### src/rtl/dmem_access_ctrl_pkg.sv
// ----------------------------------------------------------------------------
// dmem_access_ctrl_pkg
// Shared definitions for the MEM-stage data memory sequencer.
//   state_e     : sequencer state encoding (IDLE/REQ/DONE/ERR)
//   OPC_*       : RV32I major opcodes as seen by the main control decoder;
//                 only lw asserts MemRead and only sw asserts MemWrite
//   is_load/is_store : decoder view of an opcode
// ----------------------------------------------------------------------------
package dmem_access_ctrl_pkg;

    typedef enum logic [1:0] {
        S_IDLE = 2'd0,
        S_REQ  = 2'd1,
        S_DONE = 2'd2,
        S_ERR  = 2'd3
    } state_e;

    localparam logic [6:0] OPC_RTYPE = 7'b0110011;
    localparam logic [6:0] OPC_ADDI  = 7'b0010011;
    localparam logic [6:0] OPC_LW    = 7'b0000011;
    localparam logic [6:0] OPC_SW    = 7'b0100011;
    localparam logic [6:0] OPC_BEQ   = 7'b1100011;

    function automatic logic is_load(input logic [6:0] opc);
        return opc == OPC_LW;
    endfunction

    function automatic logic is_store(input logic [6:0] opc);
        return opc == OPC_SW;
    endfunction

endpackage

### src/rtl/dmem_access_ctrl_if.sv
// ----------------------------------------------------------------------------
// dmem_access_ctrl_if
// Request/acknowledge bus between the sequencer and the data memory.
//   mem_req_o   : request, held for the whole transaction
//   mem_we_o    : 1 = write, 0 = read
//   mem_addr_o  : latched address
//   mem_wdata_o : latched store data
//   mem_ack_i   : one-cycle completion from memory
//   mem_rdata_i : read data, valid with mem_ack_i
// Signal suffixes are from the sequencer's point of view.
// Modports: master = sequencer, slave = memory.
// ----------------------------------------------------------------------------
interface dmem_access_ctrl_if #(
    parameter int ADDR_W = 32,
    parameter int DATA_W = 32
);
    logic              mem_req_o;
    logic              mem_we_o;
    logic [ADDR_W-1:0] mem_addr_o;
    logic [DATA_W-1:0] mem_wdata_o;
    logic              mem_ack_i;
    logic [DATA_W-1:0] mem_rdata_i;

    modport master (
        output mem_req_o, mem_we_o, mem_addr_o, mem_wdata_o,
        input  mem_ack_i, mem_rdata_i
    );

    modport slave (
        input  mem_req_o, mem_we_o, mem_addr_o, mem_wdata_o,
        output mem_ack_i, mem_rdata_i
    );
endinterface

### src/rtl/dmem_access_ctrl_wait_counter.sv
// ----------------------------------------------------------------------------
// dmem_access_ctrl_wait_counter
// 8-bit watchdog counter for the REQ state.
//   clk_i, rst_i : clock, synchronous active-high reset
//   clr_i        : clear to zero (takes priority over en_i)
//   en_i         : count this cycle
//   tc_o         : this enabled cycle is the MAX_WAIT-th counted cycle
// ----------------------------------------------------------------------------
module dmem_access_ctrl_wait_counter #(
    parameter int MAX_WAIT = 15
) (
    input  logic clk_i,
    input  logic rst_i,
    input  logic clr_i,
    input  logic en_i,
    output logic tc_o
);
    logic [7:0] cnt_q, cnt_d;

    always_comb begin
        cnt_d = cnt_q;
        if (clr_i)
            cnt_d = 8'd0;
        else if (en_i)
            cnt_d = cnt_q + 8'd1;
    end

    always_ff @(posedge clk_i) begin
        if (rst_i)
            cnt_q <= 8'd0;
        else
            cnt_q <= cnt_d;
    end

    // cnt_q holds the number of cycles already spent, so the current cycle
    // is number MAX_WAIT when cnt_q reaches MAX_WAIT-1.
    assign tc_o = en_i && (cnt_q == 8'(MAX_WAIT - 1));

endmodule

### src/rtl/dmem_access_ctrl.sv
// ----------------------------------------------------------------------------
// dmem_access_ctrl
// MEM-stage sequencer for a variable-latency data memory. Launches one
// transaction per lw/sw, stalls the pipeline until it completes, returns
// load data, and flags a hung memory with a sticky watchdog error.
//   clk_i, rst_i          : clock, synchronous active-high reset
//   MemRead_i, MemWrite_i : MEM-stage instruction is lw / sw
//   addr_i, wdata_i       : effective address, store data
//   stall_o               : freeze front of pipeline, bubble MEM/WB
//   rdata_o, rdata_valid_o: load data and its one-cycle valid pulse
//   timeout_o             : sticky watchdog error
//   stall_cnt_o           : saturating count of stalled cycles
//   mem                   : memory bus (master side)
// ----------------------------------------------------------------------------
module dmem_access_ctrl
    import dmem_access_ctrl_pkg::*;
#(
    parameter int ADDR_W   = 32,
    parameter int DATA_W   = 32,
    parameter int MAX_WAIT = 15
) (
    input  logic              clk_i,
    input  logic              rst_i,
    input  logic              MemRead_i,
    input  logic              MemWrite_i,
    input  logic [ADDR_W-1:0] addr_i,
    input  logic [DATA_W-1:0] wdata_i,
    output logic              stall_o,
    output logic [DATA_W-1:0] rdata_o,
    output logic              rdata_valid_o,
    output logic              timeout_o,
    output logic [31:0]       stall_cnt_o,
    dmem_access_ctrl_if.master mem
);
    state_e            state_q, state_d;
    logic              we_q;
    logic [ADDR_W-1:0] addr_q;
    logic [DATA_W-1:0] wdata_q, rdata_q;
    logic [31:0]       stall_cnt_q;
    logic              launch;
    logic              tc;

    assign launch = MemRead_i | MemWrite_i;

    // Counter is held clear outside REQ, so it starts from zero on entry.
    dmem_access_ctrl_wait_counter #(.MAX_WAIT(MAX_WAIT)) u_wait (
        .clk_i (clk_i),
        .rst_i (rst_i),
        .clr_i (state_q != S_REQ),
        .en_i  (state_q == S_REQ),
        .tc_o  (tc)
    );

    always_ff @(posedge clk_i) begin
        if (rst_i)
            state_q <= S_IDLE;
        else
            state_q <= state_d;
    end

    always_comb begin
        state_d = state_q;
        case (state_q)
            S_IDLE: if (launch) state_d = S_REQ;
            // Ack is checked first so an ack on the last allowed cycle wins.
            S_REQ: begin
                if (mem.mem_ack_i)
                    state_d = S_DONE;
                else if (tc)
                    state_d = S_ERR;
            end
            S_DONE:  state_d = S_IDLE;
            S_ERR:   state_d = S_ERR;
            default: state_d = S_IDLE;
        endcase
    end

    // Outputs depend on state only, except the same-cycle stall in IDLE.
    always_comb begin
        stall_o       = 1'b0;
        mem.mem_req_o = 1'b0;
        rdata_valid_o = 1'b0;
        timeout_o     = 1'b0;
        case (state_q)
            S_IDLE: stall_o = launch;
            S_REQ: begin
                stall_o       = 1'b1;
                mem.mem_req_o = 1'b1;
            end
            S_DONE:  rdata_valid_o = ~we_q;
            S_ERR: begin
                stall_o   = 1'b1;
                timeout_o = 1'b1;
            end
            default: ;
        endcase
    end

    always_ff @(posedge clk_i) begin
        if (rst_i) begin
            we_q    <= 1'b0;
            addr_q  <= '0;
            wdata_q <= '0;
            rdata_q <= '0;
        end else begin
            if (state_q == S_IDLE && launch) begin
                addr_q  <= addr_i;
                wdata_q <= wdata_i;
                // Both strobes set is an illegal decode; treat it as a read.
                we_q    <= MemWrite_i & ~MemRead_i;
            end
            if (state_q == S_REQ && mem.mem_ack_i && !we_q)
                rdata_q <= mem.mem_rdata_i;
        end
    end

    always_ff @(posedge clk_i) begin
        if (rst_i)
            stall_cnt_q <= 32'd0;
        else if (stall_o && stall_cnt_q != 32'hFFFF_FFFF)
            stall_cnt_q <= stall_cnt_q + 32'd1;
    end

    assign mem.mem_we_o    = we_q;
    assign mem.mem_addr_o  = addr_q;
    assign mem.mem_wdata_o = wdata_q;
    assign rdata_o         = rdata_q;
    assign stall_cnt_o     = stall_cnt_q;

endmodule

### src/flat_wrapper.sv
// flat-port wrapper written by rule: the top's interface ports become plain ports
module dmem_access_ctrl_flat import dmem_access_ctrl_pkg::*;
#(
    parameter int ADDR_W   = 32,
    parameter int DATA_W   = 32,
    parameter int MAX_WAIT = 15
)
  (clk_i, rst_i, MemRead_i, MemWrite_i, addr_i, wdata_i, stall_o, rdata_o, rdata_valid_o, timeout_o, stall_cnt_o, mem_mem_req_o, mem_mem_we_o, mem_mem_addr_o, mem_mem_wdata_o, mem_mem_ack_i, mem_mem_rdata_i);
  dmem_access_ctrl_if #(.ADDR_W(ADDR_W), .DATA_W(DATA_W)) mem_i ();
  input  logic clk_i;
  input  logic rst_i;
  input  logic MemRead_i;
  input  logic MemWrite_i;
  input  logic [ADDR_W-1:0] addr_i;
  input  logic [DATA_W-1:0] wdata_i;
  output logic stall_o;
  output logic [DATA_W-1:0] rdata_o;
  output logic rdata_valid_o;
  output logic timeout_o;
  output logic [31:0] stall_cnt_o;
  output wire logic [$bits(mem_i.mem_req_o)-1:0] mem_mem_req_o;
  output wire logic [$bits(mem_i.mem_we_o)-1:0] mem_mem_we_o;
  output wire logic [$bits(mem_i.mem_addr_o)-1:0] mem_mem_addr_o;
  output wire logic [$bits(mem_i.mem_wdata_o)-1:0] mem_mem_wdata_o;
  input wire logic [$bits(mem_i.mem_ack_i)-1:0] mem_mem_ack_i;
  input wire logic [$bits(mem_i.mem_rdata_i)-1:0] mem_mem_rdata_i;
  assign mem_mem_req_o = mem_i.mem_req_o;
  assign mem_mem_we_o = mem_i.mem_we_o;
  assign mem_mem_addr_o = mem_i.mem_addr_o;
  assign mem_mem_wdata_o = mem_i.mem_wdata_o;
  assign mem_i.mem_ack_i = mem_mem_ack_i;
  assign mem_i.mem_rdata_i = mem_mem_rdata_i;
  dmem_access_ctrl #(.ADDR_W(ADDR_W), .DATA_W(DATA_W), .MAX_WAIT(MAX_WAIT)) u_core (.clk_i(clk_i), .rst_i(rst_i), .MemRead_i(MemRead_i), .MemWrite_i(MemWrite_i), .addr_i(addr_i), .wdata_i(wdata_i), .stall_o(stall_o), .rdata_o(rdata_o), .rdata_valid_o(rdata_valid_o), .timeout_o(timeout_o), .stall_cnt_o(stall_cnt_o), .mem(mem_i));
endmodule
### config.mk
export PLATFORM = sky130hd
export DESIGN_NAME = dmem_access_ctrl_flat
export DESIGN_NICKNAME = d
export VERILOG_FILES = /design/src/rtl/dmem_access_ctrl_pkg.sv /design/src/rtl/dmem_access_ctrl_if.sv /design/src/rtl/dmem_access_ctrl_wait_counter.sv /design/src/rtl/dmem_access_ctrl.sv /design/src/flat_wrapper.sv
export SDC_FILE = /design/constraint.sdc
export NUM_CORES = 1
export LEC_CHECK = 0
export ABC_AREA = 1
export BUFFER_PORTS_ARGS = -buffer_cell sky130_fd_sc_hd__buf_2
export CAP_MARGIN = 5
export CORE_MARGIN = 1.5
export CORE_UTILIZATION = 48
export CTS_CLUSTER_DIAMETER = 200
export CTS_CLUSTER_SIZE = 16
export DETAILED_ROUTE_END_ITERATION = 10
export HOLD_SLACK_MARGIN = 0.02
export PLACE_DENSITY = 0.79
export SLEW_MARGIN = 20
export SYNTH_ARGS = -nofsm -noshare
export SYNTH_HDL_FRONTEND = slang
export SYNTH_HIERARCHICAL = 1
export SYNTH_SLANG_ARGS = --single-unit
### constraint.sdc
create_clock -name clk_i -period 2.3 [get_ports clk_i]
set_clock_uncertainty 0.15 [all_clocks]
set_input_delay 0.69 -clock clk_i [delete_from_list [all_inputs] [get_ports clk_i]]
set_output_delay 0.69 -clock clk_i [all_outputs]
set_load 0.005 [all_outputs]
==> results of run 1 <==
[worst min-delay path by stage]
stage,start,end,slack (ns),cells after the start
3_5_place_dp,u_core/u_wait/cnt_q[6],u_core/u_wait/cnt_q[6],0.31,2
3_3_place_gp,u_core/mem.mem_addr_o[1],u_core/mem.mem_addr_o[1],0.31,2
4_1_cts,u_core/u_wait/cnt_q[6],u_core/u_wait/cnt_q[6],0.32,2
5_1_grt,mem_mem_rdata_i[9],u_core/rdata_o[9],0.34,3
2_1_floorplan,u_core/u_wait/cnt_q[6],u_core/u_wait/cnt_q[6],0.29,2
6_report,u_core/mem.mem_wdata_o[16],u_core/mem.mem_wdata_o[16],0.32,2
[metrics by stage]
stage | total power [mW] | util [%] | std cells
2_1_floorplan | 3.134 | - | 823
3_3_place_gp | 3.503 | 59.47 | 1175
3_5_place_dp | 3.521 | 59.47 | 1175
4_1_cts | 6.499 | 64.94 | 1207
5_1_grt | 6.719 | 64.96 | 1208
6_report | 6.451 | 64.96 | 1208
[worst max-delay path, stage by stage (launching register included)]
cell,delay [ns]
dfxtp_1,0.37
inv_2,0.07
nand2_1,0.09
nand2_2,0.07
inv_2,0.12
buf_2,0.13
[metal layers]
| metal | vias to the layer above | global-route usage, % | wire length [um] |
|---|---|---|---|
| li1 | 3069 | - | - |
| met1 | 2742 | 29.71 | 6670 |
| met2 | 239 | 44.89 | 8281 |
| met3 | 22 | 8.570 | 1401 |
| met4 | 0 | 10.58 | 294 |
| met5 | - | 0 | 0 |
[cells in the mapped netlist]
cell and instances:
a21oi_1 29, inv_1 37, nand4_1 10, buf_6 4, nand2_2 8, and2_1 2
nor3_1 3, nor2_4 5, buf_2 6, buf_4 3, ha_1 3, nor2_2 12
o21ai_1 1, dfxtp_1 139, nand3_1 31, o21ai_0 98, buf_1 2, and2_2 1
nand3_2 2, nor2_1 278, nand2_1 113, nand3_4 1, xor2_1 3, inv_2 4
a21oi_2 4, a211oi_1 1, clkbuf_1 23
[flip-flops by register name (all words and copies together), names as in the netlist]
name,count
u_core/mem.mem_addr_o,32
u_core/mem.mem_wdata_o,32
u_core/rdata_o,32
u_core/stall_cnt_o,32
u_core/u_wait/cnt_q,8
u_core/state_q,2
u_core/mem.mem_we_o,1
[kinds of logic after synthesis]
group,after synthesis,synth area share (%)
flip-flops,139,47.86
AND/OR/NAND/NOR,466,33.35
XOR/XNOR,3,0.4520
AO/OA/AOI/OAI,133,11.75
adder cells (fa/ha/maj),3,0.6456
buffers and inverters,79,5.939
[power breakdown]
group	internal, mW	switching (mW)	total [mW]
Combinational	0.336	0.447	0.783
Clock	1.92	1.06	2.97
Sequential	2.60	0.0957	2.69
Total	4.85	1.60	6.45
[layout make-up]
type | count | share of cell area (%)
antenna | 1 | 0.03234
clock inverter | 12 | 2.377
sequential | 139 | 35.96
clock buffer | 20 | 6.032
timing repair buffer | 243 | 16.36
multi-input combinational | 605 | 34.86
inverter | 41 | 1.989
tap | 147 | 2.377
==> flow_metrics.py, run 1 <==
metrics = {
    "status": {
        "status": "completed",
    },
    "finish": {
        "final_nets": 1151,
        "final_common_cell": "nor2_1",
        "multiInputGateArea_mm2": 0.002698,
        "fillers": 1049,
        "final_cell_mix": "nor2_1 (278), buf_2 (233), dfxtp_1 (139)",
        "stdcell_area_mm2": 0.007737,
        "final_layout_size_suffix_gt1_share_pct": 29.62,
        "syn_to_final_growth_pct": 33.08,
        "area.sequential_mm2": 0.002783,
    },
    "clocking": {
        "cts_tree": "yes",
        "ctsLongestPathBuffers": 2,
        "post_cts.repair.setup_buffers": 0,
        "cts_htree_levels": 4,
        "cts_resized": 0,
        "clkLatencyLatePin_ns": 0.41,
        "numCtsBuffers": 17,
        "cts.sinks": 139,
        "path_clk_slew_ns": 0.06,
        "root_buffer": "clkbuf_16",
        "hold_buffers": 0,
    },
    "setup_path": {
        "crit_path_start_kind": "flip-flop",
        "reg2reg_to": "u_core/stall_cnt_o[4]",
        "critPathRequiredTime_ns": 1.46,
        "worstPathMaxFanout": 8,
        "critPathLaunch": "u_core/state_q[0]",
        "critical_path_class": "flip-flop to primary output",
        "worst_setup_path_end_kind": "primary output",
        "arrival_ns": 1.26,
        "reg2reg_slack_ns": 0.37,
        "crit_path_end": "stall_o",
        "rr_worst_depth": 9,
        "r2r_start": "u_core/stall_cnt_o[1]",
    },
    "pwr": {
        "vdd_drop_max_uv": 665.8,
        "power_density_mw_per_mm2": 833.7,
        "p_leak_nw": 3.788,
    },
    "yosys": {
        "synth_area_leader_cell": "dfxtp_1",
        "synth.avg_cell_area_um2": 7.065,
        "ys_seq_area_share_pct": 47.86,
        "ys_types": 27,
        "synth.net_count": 927,
        "yosysTopAreaCellShare_pct": 47.86,
        "yosys-top-cells-area": "dfxtp_1 (48%), nor2_1 (18%), o21ai_0 (8.4%)",
        "syn_area_mm2": 0.005814,
        "syn_inst": 823,
        "yosys_warnings": 6,
        "ys_ff_latch": 139,
    },
    "routing": {
        "drc": 0,
        "first_iter_violations": 467,
        "antenna_left": 0,
        "vias": 6072,
        "routed_wire_length_per_instance_um": 13.78,
        "avgViaCountPerCell": 5.026,
        "finalWirelength_um": 16650,
        "firstDrtPassIters": 5,
    },
    "sta": {
        "finalCritPeriodShare_pct": 91.40,
        "hold_viol": 0,
        "rsz0062_at_grt": "false",
        "setup_ws_ns": 0.1978,
        "setup_viol": 0,
        "slew_headroom_pct": 74.96,
        "setup_tns_ns": 0,
        "tightest_slew_ns": 0.3756,
        "holdWs_ns": 0.3245,
        "max_freq_mhz": 475.7,
        "slew_viol_final": 0,
        "min_period_ns": 2.102,
    },
    "die": {
        "die_w_um": 113.1,
        "start_util_pct": 48.81,
        "rows": 40,
        "coreArea_mm2": 0.01191,
        "fp.dieH_um": 113.1,
        "die_area_mm2": 0.01278,
        "boundaryPins": 234,
    },
    "global_route": {
        "grt_max_degree": 98,
        "grt-ovfl-total": 0,
        "grt_pass1_wl_um": 26320,
        "antenna_found_initial": 2,
        "grt_use_total_pct": 26.00,
        "grt_pass1_vias": 5448,
    },
    "placed_design": {
        "placed_cell_area_mm2": 0.007084,
        "place_ws_ns": 0.2022,
        "hpwl_um": 11550,
        "portBuffers": 233,
        "gp_congestion": 0.8704,
    },
    "hold_path": {
        "hold_class": "flip-flop to flip-flop",
    },
    "job": {
        "drv_cap": 0,
    },
}
(Power assumes the default switching activity.)
==> run 2, diff against run 1 <==
Settings changed: ABC_AREA 1 to default, PLACE_DENSITY 0.79 to 0.8.
==> run 2 against run 1 <==
Combinational power shrank 16%. Global-route usage shrank 2.4 points. Sequential power shrank 3%. Sequential share of layout area grew 0.85 points. Register-to-register slack lost 0.23 ns. Area after synthesis shrank 5.5%. Critical path type is now primary input to primary output.
==> flow_metrics.py, run 2 <==
metrics = {
    "yosys": {
        "async_flop_share_pct": 0,
        "synth_edf_count": 0,
        "synth_area_leader_cell": "dfxtp_1",
        "yosys-top-cells-area": "dfxtp_1 (51%), nand2_1 (14%), a21oi_1 (11%)",
        "syn_inst": 681,
        "synth.avg_cell_area_um2": 8.068,
        "synth.net_count": 785,
        "syn_area_mm2": 0.005494,
        "synth.most_common_cell": "nand2_1",
        "ys_seq_area_share_pct": 50.65,
        "ys_types": 46,
        "yosys_warnings": 6,
        "synth_common_cells": "nand2_1 (207), dfxtp_1 (139), a21oi_1 (121)",
        "synth_flop_cell": "dfxtp_1",
        "yosysTopAreaCellShare_pct": 50.65,
        "ys_ff_latch": 139,
    },
    "die": {
        "coreArea_mm2": 0.01098,
        "rows": 38,
        "die_w_um": 110.0,
        "die_area_mm2": 0.01210,
        "fp.dieH_um": 110.0,
        "boundaryPins": 234,
        "start_util_pct": 50.02,
    },
    "finish": {
        "stdcell_area_mm2": 0.007560,
        "final_layout_size_suffix_gt1_share_pct": 33.08,
        "fin_cells": 1068,
        "syn_to_final_growth_pct": 37.60,
        "fillers": 905,
        "final_cell_mix": "buf_2 (232), nand2_1 (207), dfxtp_1 (139)",
        "antennaDiodeCount": 0,
        "final_nets": 1021,
        "final_common_cell": "buf_2",
    },
    "setup_path": {
        "r2r_start": "u_core/stall_cnt_o[4]",
        "crit_path_start_kind": "primary input",
        "critical_path_class": "primary input to primary output",
        "crit_path_end": "stall_o",
        "slowest_delay_ns": 0.23,
        "worstPathMaxFanout": 5,
        "critPathRequiredTime_ns": 1.46,
        "rr_worst_depth": 5,
        "slowest_stage": "o21ba_2",
        "cpMostUsedCell": "buf_2",
        "worst_setup_path_end_kind": "primary output",
        "path_cells": "buf_2 > o21ba_2 > buf_4 > nor2_4 > inv_1 > buf_2",
        "critPathLaunch": "MemWrite_i",
        "reg2reg_to": "u_core/stall_cnt_o[20]",
        "reg2reg_slack_ns": 0.14,
        "arrival_ns": 1.41,
    },
    "sta": {
        "hold_viol": 0,
        "tightest_slew_ns": 0.6267,
        "setup_tns_ns": 0,
        "min_period_ns": 2.253,
        "slew_viol_final": 0,
        "holdWs_ns": 0.2986,
        "setup_viol": 0,
        "slew_headroom_pct": 58.22,
        "max_freq_mhz": 443.9,
        "finalCritPeriodShare_pct": 97.94,
        "rsz0062_at_grt": "false",
    },
    "clocking": {
        "clkLatencyLatePin_ns": 0.41,
        "cts_htree_levels": 4,
        "ctsLongestPathBuffers": 2,
        "post_cts.repair.setup_buffers": 0,
        "numCtsBuffers": 17,
        "path_clk_slew_ns": 0.05,
        "root_buffer": "clkbuf_16",
        "cts.sinks": 139,
        "cts_tree": "yes",
    },
    "placed_design": {
        "portBuffers": 233,
        "placed_cell_area_mm2": 0.006907,
        "placed_cells": 1038,
        "gp_congestion": 0.8096,
        "hpwl_um": 10020,
    },
    "routing": {
        "routed_wire_length_per_instance_um": 13.78,
        "finalWirelength_um": 14720,
        "avgViaCountPerCell": 5.204,
        "firstDrtPassIters": 6,
        "antenna_left": 0,
        "first_iter_violations": 427,
        "vias": 5558,
        "drc": 0,
    },
    "pwr": {
        "switchingPower_mw": 1.370,
        "vdd_drop_max_uv": 622.3,
        "clkPwrFrac_pct": 47.4,
        "swShare_pct": 22.13,
        "p_int_mw": 4.822,
        "seqPwrFrac_pct": 42.0,
        "power_density_mw_per_mm2": 819.1,
        "p_leak_nw": 3.410,
        "p_comb_share_pct": 10.6,
    },
    "global_route": {
        "grt_max_degree": 65,
        "grt_pass1_vias": 4962,
        "grt_pass1_wl_um": 22330,
        "grt_use_total_pct": 23.60,
        "grt-ovfl-total": 0,
        "antenna_found_initial": 1,
    },
    "status": {
        "status": "completed",
    },
    "job": {
        "drv_cap": 0,
    },
    "hold_path": {
        "hold_class": "flip-flop to flip-flop",
    },
}
## run 2: cell types whose count changed after synthesis, sizes merged, moves of 7 or more
cell and delta:
nor2 -270, a21oi +88, nand2 +86, o21ai -83, inv -34, nand3 -26
or3 +16, clkbuf +11, xnor2 +8, nor2b +7
## run 2: worst min path at each step
| stage | startpoint | to | slack, ns | depth (start not counted) |
|---|---|---|---|---|
| 6_report | u_core/mem.mem_wdata_o[23] | u_core/mem.mem_wdata_o[23] | 0.30 | 2 |
| 5_1_grt | u_core/mem.mem_addr_o[2] | u_core/mem.mem_addr_o[2] | 0.32 | 2 |
| 4_1_cts | u_core/rdata_o[25] | u_core/rdata_o[25] | 0.30 | 2 |
| 3_5_place_dp | u_core/rdata_o[25] | u_core/rdata_o[25] | 0.29 | 2 |
| 3_3_place_gp | u_core/mem.mem_wdata_o[19] | u_core/mem.mem_wdata_o[19] | 0.29 | 2 |
| 2_1_floorplan | u_core/mem.mem_addr_o[0] | u_core/mem.mem_addr_o[0] | 0.30 | 2 |
## run 2: final cells by class
cell class              instances  area (um^2)  share of cell area [%]
well taps                     140        175.2                   2.317
flip-flops and latches        139         2783                   36.81
inverters                       7        26.28                  0.3476
clock buffers                  22        474.2                   6.273
multi-input cells             489         2492                   32.97
clock inverters                 8        165.2                   2.185
repair buffers                263         1444                   19.10
## run 2: cells by family (layout without fill, tap and decap cells)
family | Yosys count | after routing | share of synthesized area (%)
mux | 6 | 6 | 1.207
buf+inv | 53 | 300 | 4.509
xor+xnor | 13 | 13 | 2.072
flops | 139 | 139 | 50.65
fa+ha+maj | 3 | 3 | 0.6833
simple gates | 310 | 310 | 25.46
compound gates | 157 | 157 | 15.42
## run 2: metrics by stage
step	worst slack, ns	utilization [%]	power (mW)
floorplan	0.008200	-	2.971
global placement	-0.08199	62.88	3.289
detailed placement	-0.1153	62.88	3.303
CTS	0.004399	68.71	6.246
global route	0.01637	68.83	6.448
finish	0.04748	68.83	6.192
## run 2: power groups by stage
stage	logic, mW	clock network [mW]	registers (mW)
after detailed placement	0.653	0	2.65
after global routing	0.735	3.09	2.62
final	0.655	2.94	2.60
after floorplan	0.303	0	2.67
after CTS	0.657	2.99	2.60
after global placement	0.646	0	2.64
## run 2: worst max-delay path, delay by kind of cell
kind / cells / cell delay [ns]
simple gates: 1 / 0.08
compound gates: 1 / 0.23
buf+inv: 4 / 0.42
## run 2: layer usage
| layer | vias to the layer above | part of all wire [%] | GRT usage (%) |
|---|---|---|---|
| met2 | 235 | 48 | 39.71 |
| met3 | 32 | 9.4 | 9.112 |
| met4 | 2 | 2.3 | 10.67 |
| met5 | - | 0.082 | 0 |
| li1 | 2769 | - | - |
| met1 | 2520 | 40 | 26.39 |
## run 2: timing repair
item	CTS	global route
endpoints found under the setup margin	0	2
resized for setup	0	3
hold buffers	0	0
